==> config.mk <==
export PLATFORM = sky130hd
export DESIGN_NAME = clint_mh
export DESIGN_NICKNAME = d
export VERILOG_FILES = /design/src/rtl/clint_mh.sv
export SDC_FILE = /design/constraint.sdc
export NUM_CORES = 1
export LEC_CHECK = 0
export CORE_MARGIN = 3
export CORE_UTILIZATION = 61
export DETAILED_ROUTE_END_ITERATION = 7
export PLACE_DENSITY_LB_ADDON = 0.25
export SYNTH_ARGS = -nofsm -noshare
export SYNTH_HDL_FRONTEND = slang
export SYNTH_SLANG_ARGS = --single-unit
==> constraint.sdc <==
create_clock -name clk -period 21 [get_ports clk]
set_input_delay 4.2 -clock clk [delete_from_list [all_inputs] [get_ports clk]]
set_output_delay 4.2 -clock clk [all_outputs]
set_load 0.1 [all_outputs]
==> src/rtl/clint_mh.sv <==
// Multi-hart CLINT: prescaled 64-bit mtime, per-hart mtimecmp and msip,
// registered single-entry response channel with SLVERR on unmapped words.
module clint_mh #(
   parameter int NHART    = 2,
   parameter int TICK_DIV = 1
) (
   input  logic             clk,
   input  logic             rst,
   input  logic             valid_i,
   input  logic             req_i,
   input  logic [63:0]      addr_i,
   input  logic [63:0]      data_write_i,
   input  logic [7:0]       wstrb_i,
   output logic             ready_o,
   output logic             resp_valid_o,
   input  logic             resp_ready_i,
   output logic [63:0]      data_read_o,
   output logic [1:0]       resp_o,
   output logic [NHART-1:0] time_irq_o,
   output logic [NHART-1:0] sip_o
);
   localparam int PW = (TICK_DIV > 1) ? $clog2(TICK_DIV) : 1;
   localparam logic [PW-1:0] PMAX = PW'(TICK_DIV - 1);

   logic [63:0]      mtime;
   logic [63:0]      mtimecmp [NHART];
   logic [NHART-1:0] msip;
   logic [NHART-1:0] tirq;
   logic [PW-1:0]    pcnt;
   logic             resp_valid;
   logic [63:0]      rdata;
   logic [1:0]       resp;

   logic [63:0] bmask;
   logic [63:0] rd;
   logic [2:0]  sip_w;
   logic [3:0]  cmp_h;
   logic        sel_sip, sel_cmp, sel_time, mapped;
   logic        accept, wr, tick;
   logic        unused_addr;

   assign unused_addr = ^{addr_i[63:16], addr_i[2:0]};

   assign sip_w = addr_i[5:3];
   assign cmp_h = addr_i[6:3];

   // A msip word holds two harts; it is mapped if its lower lane exists.
   assign sel_sip  = (addr_i[15:6] == '0) && (int'(sip_w) * 2 < NHART);
   assign sel_cmp  = (addr_i[15:7] == 9'h080) && (int'(cmp_h) < NHART);
   assign sel_time = (addr_i[15:3] == 13'h17FF);
   assign mapped   = sel_sip || sel_cmp || sel_time;

   assign ready_o = !resp_valid || resp_ready_i;
   assign accept  = valid_i && ready_o;
   assign wr      = accept && req_i && mapped;
   assign tick    = (pcnt == PMAX);

   always_comb begin
      bmask = '0;
      for (int i = 0; i < 8; i++)
         bmask[i*8 +: 8] = {8{wstrb_i[i]}};
   end

   always_comb begin
      rd = '0;
      for (int h = 0; h < NHART; h++) begin
         if (sel_sip && int'(sip_w) == h / 2) begin
            if (h % 2 == 0) rd[0] = msip[h];
            else            rd[32] = msip[h];
         end
         if (sel_cmp && int'(cmp_h) == h)
            rd = mtimecmp[h];
      end
      if (sel_time)
         rd = mtime;
   end

   always_ff @(posedge clk) begin
      if (rst) begin
         mtime      <= '0;
         pcnt       <= '0;
         msip       <= '0;
         tirq       <= '0;
         resp_valid <= 1'b0;
         rdata      <= '0;
         resp       <= 2'b00;
         for (int h = 0; h < NHART; h++)
            mtimecmp[h] <= '1;
      end else begin
         // An mtime write replaces the tick and restarts the prescaler.
         if (wr && sel_time) begin
            mtime <= (mtime & ~bmask) | (data_write_i & bmask);
            pcnt  <= '0;
         end else if (tick) begin
            mtime <= mtime + 64'd1;
            pcnt  <= '0;
         end else begin
            pcnt <= pcnt + PW'(1);
         end
         for (int h = 0; h < NHART; h++) begin
            tirq[h] <= (mtime >= mtimecmp[h]);
            if (wr && sel_cmp && int'(cmp_h) == h)
               mtimecmp[h] <= (mtimecmp[h] & ~bmask)
                            | (data_write_i & bmask);
            if (wr && sel_sip && int'(sip_w) == h / 2) begin
               if (h % 2 == 0) begin
                  if (wstrb_i[0]) msip[h] <= data_write_i[0];
               end else begin
                  if (wstrb_i[4]) msip[h] <= data_write_i[32];
               end
            end
         end
         if (accept) begin
            resp_valid <= 1'b1;
            rdata      <= (req_i || !mapped) ? 64'd0 : rd;
            resp       <= mapped ? 2'b00 : 2'b10;
         end else if (resp_ready_i) begin
            resp_valid <= 1'b0;
         end
      end
   end

   assign resp_valid_o = resp_valid;
   assign data_read_o  = rdata;
   assign resp_o       = resp;
   assign time_irq_o   = tirq;
   assign sip_o        = msip;

endmodule

Yosys cells after proc, flatten, opt, wreduce, memory -nomap -nowiden
Memories as Yosys holds them, arrays and structs flattened.
Index checks and enable logic that the tools add are counted.
{ "word_totals": {"regBits": 136, "ram_bits": 128, "inputBits": 141, "output_inout_bits": 72, "elab_cells": 78, "n_memories": 1} }
{ "classes": {"addsub": 2, "order_cmp": 4, "n_eq_ne": 4, "mux": 21, "n_bitwise": 11, "reduce_logical": 27} }
{ "mem_list": {"columns": ["memory", "words", "word_bits", "read_ports", "rd_clocked_by_memory_dff", "write_ports", "line", "text"], "rows": [
  ["mtimecmp", 2, 64, 2, 0, 2, "26", "logic [63:0] mtimecmp [NHART];"]
]} }
{ "op_table": {"columns": ["cell", "count"], "rows": [
  ["64-bit two-way mux", 8],
  ["64-bit AND", 4],
  ["64-bit bitwise OR", 3],
  ["64-bit greater-or-equal comparator", 2],
  ["64-bit by 1-bit adder with 64-bit output, second input constant", 1],
  ["64-bit NOT", 1],
  ["1-bit logical AND", 14],
  ["13-bit equality test, second input constant", 1],
  ["1-bit two-way mux", 12],
  ["10-bit logical NOT", 1],
  ["9-bit by 8-bit equality test with 1-bit output, second input constant", 1],
  ["4-bit by 2-bit less-than comparator with 1-bit output, second input constant", 2],
  ["4-bit by 2-bit equality test with 1-bit output, second input constant", 1],
  ["4-bit logical NOT", 1],
  ["1-bit logical OR", 4],
  ["2-bit AND reduction", 2],
  ["3-bit logical NOT", 1],
  ["3-bit OR reduction", 1],
  ["1-bit logical NOT", 2],
  ["2-bit two-way mux", 1],
  ["2-bit by 1-bit != test with 1-bit output, second input constant", 1],
  ["1-bit bitwise OR", 2],
  ["2-bit nonzero test", 1],
  ["1-bit adder, second input constant", 1],
  ["1-bit NOT", 1]
]} }

Depth between registers and ports, before layout
{ "logic_depth": {"word_depth": 11, "ltp_mapped": 10, "ltp_nobuf": 8} }

Worst setup path after synthesis
Ideal clock, no wire load.
{ "synth_path": {"path_type": "input port to flip-flop", "from": "input port resp_ready_i", "to": "memory mtimecmp[0][0] (enable)", "setup_time_ns": 0.580, "arrival_time_ns": 10.211, "required_ns": 20.420, "setup_slack_ns": 10.209, "cell_stages": 3, "n_path_buf": 0, "cell_sequence": "nand2b_1 -> nand3_2 -> o31ai_1"} }
{ "synth_rtl": {"columns": ["item", "line", "text"], "rows": [
  ["start: declaration", "16", "input logic resp_ready_i,"],
  ["end: declaration", "26", null]
]} }

Final worst setup path
{ "layout_path": {"from": "input port resp_ready_i", "to": "output port ready_o"} }
{ "layout_via": {"elab_chain_cells": 1} }
{ "layout_lines": {"columns": ["item", "line", "text"], "rows": [
  ["1-bit logical OR", "53", "assign ready_o = !resp_valid || resp_ready_i;"],
  ["end: declaration", "14", "output logic ready_o,"]
]} }
No other way between the ends.

==> run metrics <==
run status=completed; GPL Wtd Cong=0.917; area share of the largest cell type after synthesis=23.9%; max incr delay on CP=about 1.2 ns; Initial Util=62.9%; Std-Cell Rows=58; vias=between 15000 and 20000; Tightest Pin Transition=1.21 ns; Syn-to-layout area delta=16.7%; dominant cells by area after synthesis=edfxtp_1 24%, dfxtp_1 17%, ha_1 10%; hold endpoint=resp_o[1]$_SDFFE_PP0P_; Synth Register Bits=263; Hold Violations, Final=0; Post-Place Cells=around 2200; most frequent cells after synthesis=199 x o21ai_0, 150 x inv_1, 135 x dfxtp_1, 135 x nor2_1, 129 x ha_1; element type at the critical path end=output port; Clk pin slew, worst setup/hold paths=0.06 ns; Main synth FF type=dfxtp_1; Core Area=25500 um2; post-synthesis cell count=~1800; Initial DRT Pass Iterations=6; Post-CTS Resized=0; layout cells sized above 1=5.04%; Worst EP arrival=6.05 ns; IO buf count=160; register area share after synthesis=between 40% and 50%; Synth Area per Inst=8.90 um2; Max Root-Sink Buffers=3; WP data required=16.80 ns; CTS tree=built; Die ar.=28300 um2; R2R setup slack=about 18 ns; RSZ-0062 raised after global routing=false; fin worst setup slack=10.75 ns; Max-Cap Viols=0; IO Pins=213; most common cell in the netlist=o21ai_0; initial antenna violation count=2; Nets=2174; fin cells=around 2300; crit path max-delay cell type=clkdlybuf4s50_1; largest net degree at the start of global routing=about 110; CP startpoint kind=primary input; Period minus WS final=10.25 ns; Crit path buffers/inverters=2; DRC=0; Final Hold Slack=0.467 ns; Post-CTS Setup Inserts=0; fin crit share=48.8%; Synth Cell Area=16100 um2; worst hold start=resp_o[1]$_SDFFE_PP0P_; worst-path cell chain=clkdlybuf4s50_1, nand2b_1, clkdlybuf4s50_1; Vias/cell=6.76; Final Power=1.13 mW; maximum VDD drop=0.0710 mV; cts bufs inserted=29; Clock Sink Count=263; gr usage total=between 30 and 40%; Worst Skew=0.0107 ns; Hold Path Cell Cnt=2; Top delay family on crit path=buffers and inverters; Critical Path Stages=3; post-synthesis cell type count=81; Post-synth ARST share=0%; Hold Path Class=flop to flop; Warnings, synthesis=0; global route overflow=0; vias in the first global route=14457; power per cell area=60.1 nW/um2; static leakage=7.75 nW; final setup fails=0; average wire per standard cell=21.8 um; worst reg2reg path depth=7; post-route ant nets=0; Initial DRC Count=~2100; hold buffers post-CTS=0; fillers=a little under 2000; crit-path max FO=5; Crit path top cell by count=clkdlybuf4s50_1; max-slew violation count=0; Post-synth EDFFs=128; Fmax=0.0975 GHz; post-synth top area cell=edfxtp_1; R2R Path End=time_irq_o[1]$_SDFF_PP0_; relative max-transition margin=18.5%; first-pass GRT wire length=77500 um; DIE HEIGHT=168 um; # H-tree levels=1; Final HPWL DP=33700 um; DRT Wirelength=between 40000 and 50000 um; CTS root buf=clkbuf_16; crit path kind=primary input to output port; chip width=~170 um; setup tns final=0 ns; pre-CTS setup slack=between 10 and 15 ns; clk_lat worst skew=0.55 ns
-- layer usage --
layer	up-vias	wire, um	global-route usage (%)
li1	6963	-	-
met1	7143	19600	46.8
met2	971	21800	52.7
met3	176	5640	5.47
met4	2	2040	12.6
met5	-	13	0
-- cell usage in the layout (no fill, tap or decap), types with 6 or more instances in the layout --
cell type / count
o21ai_0: 199
clkdlybuf4s50_1: 158
inv_1: 150
dfxtp_1: 135
nor2_1: 134
ha_1: 129
edfxtp_1: 128
nand2_1: 123
a21oi_1: 115
mux2i_1: 68
a22oi_1: 68
nand4_1: 49
nand3_1: 47
o211ai_1: 38
nor3_1: 35
a211oi_1: 29
clkbuf_16: 29
nor4_1: 22
and3_1: 21
a31oi_1: 21
buf_4: 21
o22ai_1: 17
a311oi_1: 15
and4_1: 13
clkinv_2: 9
nand2b_1: 8
a2111oi_0: 8
a21o_1: 7
and2_1: 6
xnor2_1: 6
o221ai_1: 6
nor3b_1: 6
clkinv_1: 6
-- worst reg2reg max path, stage by stage (launching register included) --
cell	delay, ns
dfxtp_1	0.55
ha_1	0.31
and2_1	0.18
a221o_1	0.33
a221oi_1	0.52
o221ai_1	0.17
a2111oi_0	0.90
o21ai_0	0.27
-- final cells by class --
type,instances,area [um2],area share (%)
Multi-Input combinational cell,1281,8540,45.5
Clock buffer,34,764,4.08
Clock inverter,19,188,1.00
Antenna cell,1,2.50,0.0133
Sequential cell,263,6550,34.9
Inverter,150,563,3.00
Timing Repair Buffer,179,1740,9.27
Tap cell,330,413,2.20
-- metrics by stage --
step	utilization (%)	area [um2]
2_1_floorplan	-	16100
6_report	73.4	18800
5_1_grt	73.4	18800
4_1_cts	73.4	18800
3_3_place_gp	69.7	17800
3_5_place_dp	69.7	17800
-- where the power goes --
group / internal [mW] / switching [mW] / total (mW)
Sequential: 0.537 / 0.00137 / 0.539
Clock: 0.307 / 0.212 / 0.519
Combinational: 0.0234 / 0.0463 / 0.0696
Total: 0.867 / 0.260 / 1.13
-- how the worst max path moves through the flow --
stage            startpoint                      endpoint
6_report       resp_ready_i                       ready_o
5_1_grt        resp_ready_i                       ready_o
4_1_cts        resp_ready_i                       ready_o
3_5_place_dp   resp_ready_i                       ready_o
3_3_place_gp   resp_ready_i                       ready_o
2_1_floorplan  resp_ready_i  mtimecmp[0][0]$_SDFFCE_PN1P_
-- logic make-up (layout without fill, tap and decap cells) --
group	Yosys count	in the layout	synth area share (%)
buffers and inverters	263	382	6.35
flip-flops	263	263	40.7
multiplexers	68	68	4.24
AND/OR/NAND/NOR	509	509	16.3
adder cells (fa/ha/maj)	129	129	10.0
AO/OA/AOI/OAI	564	564	21.8
XOR/XNOR	9	9	0.491
other	1	3	0.0233
Note: power is estimated with default switching activity, not from simulation.
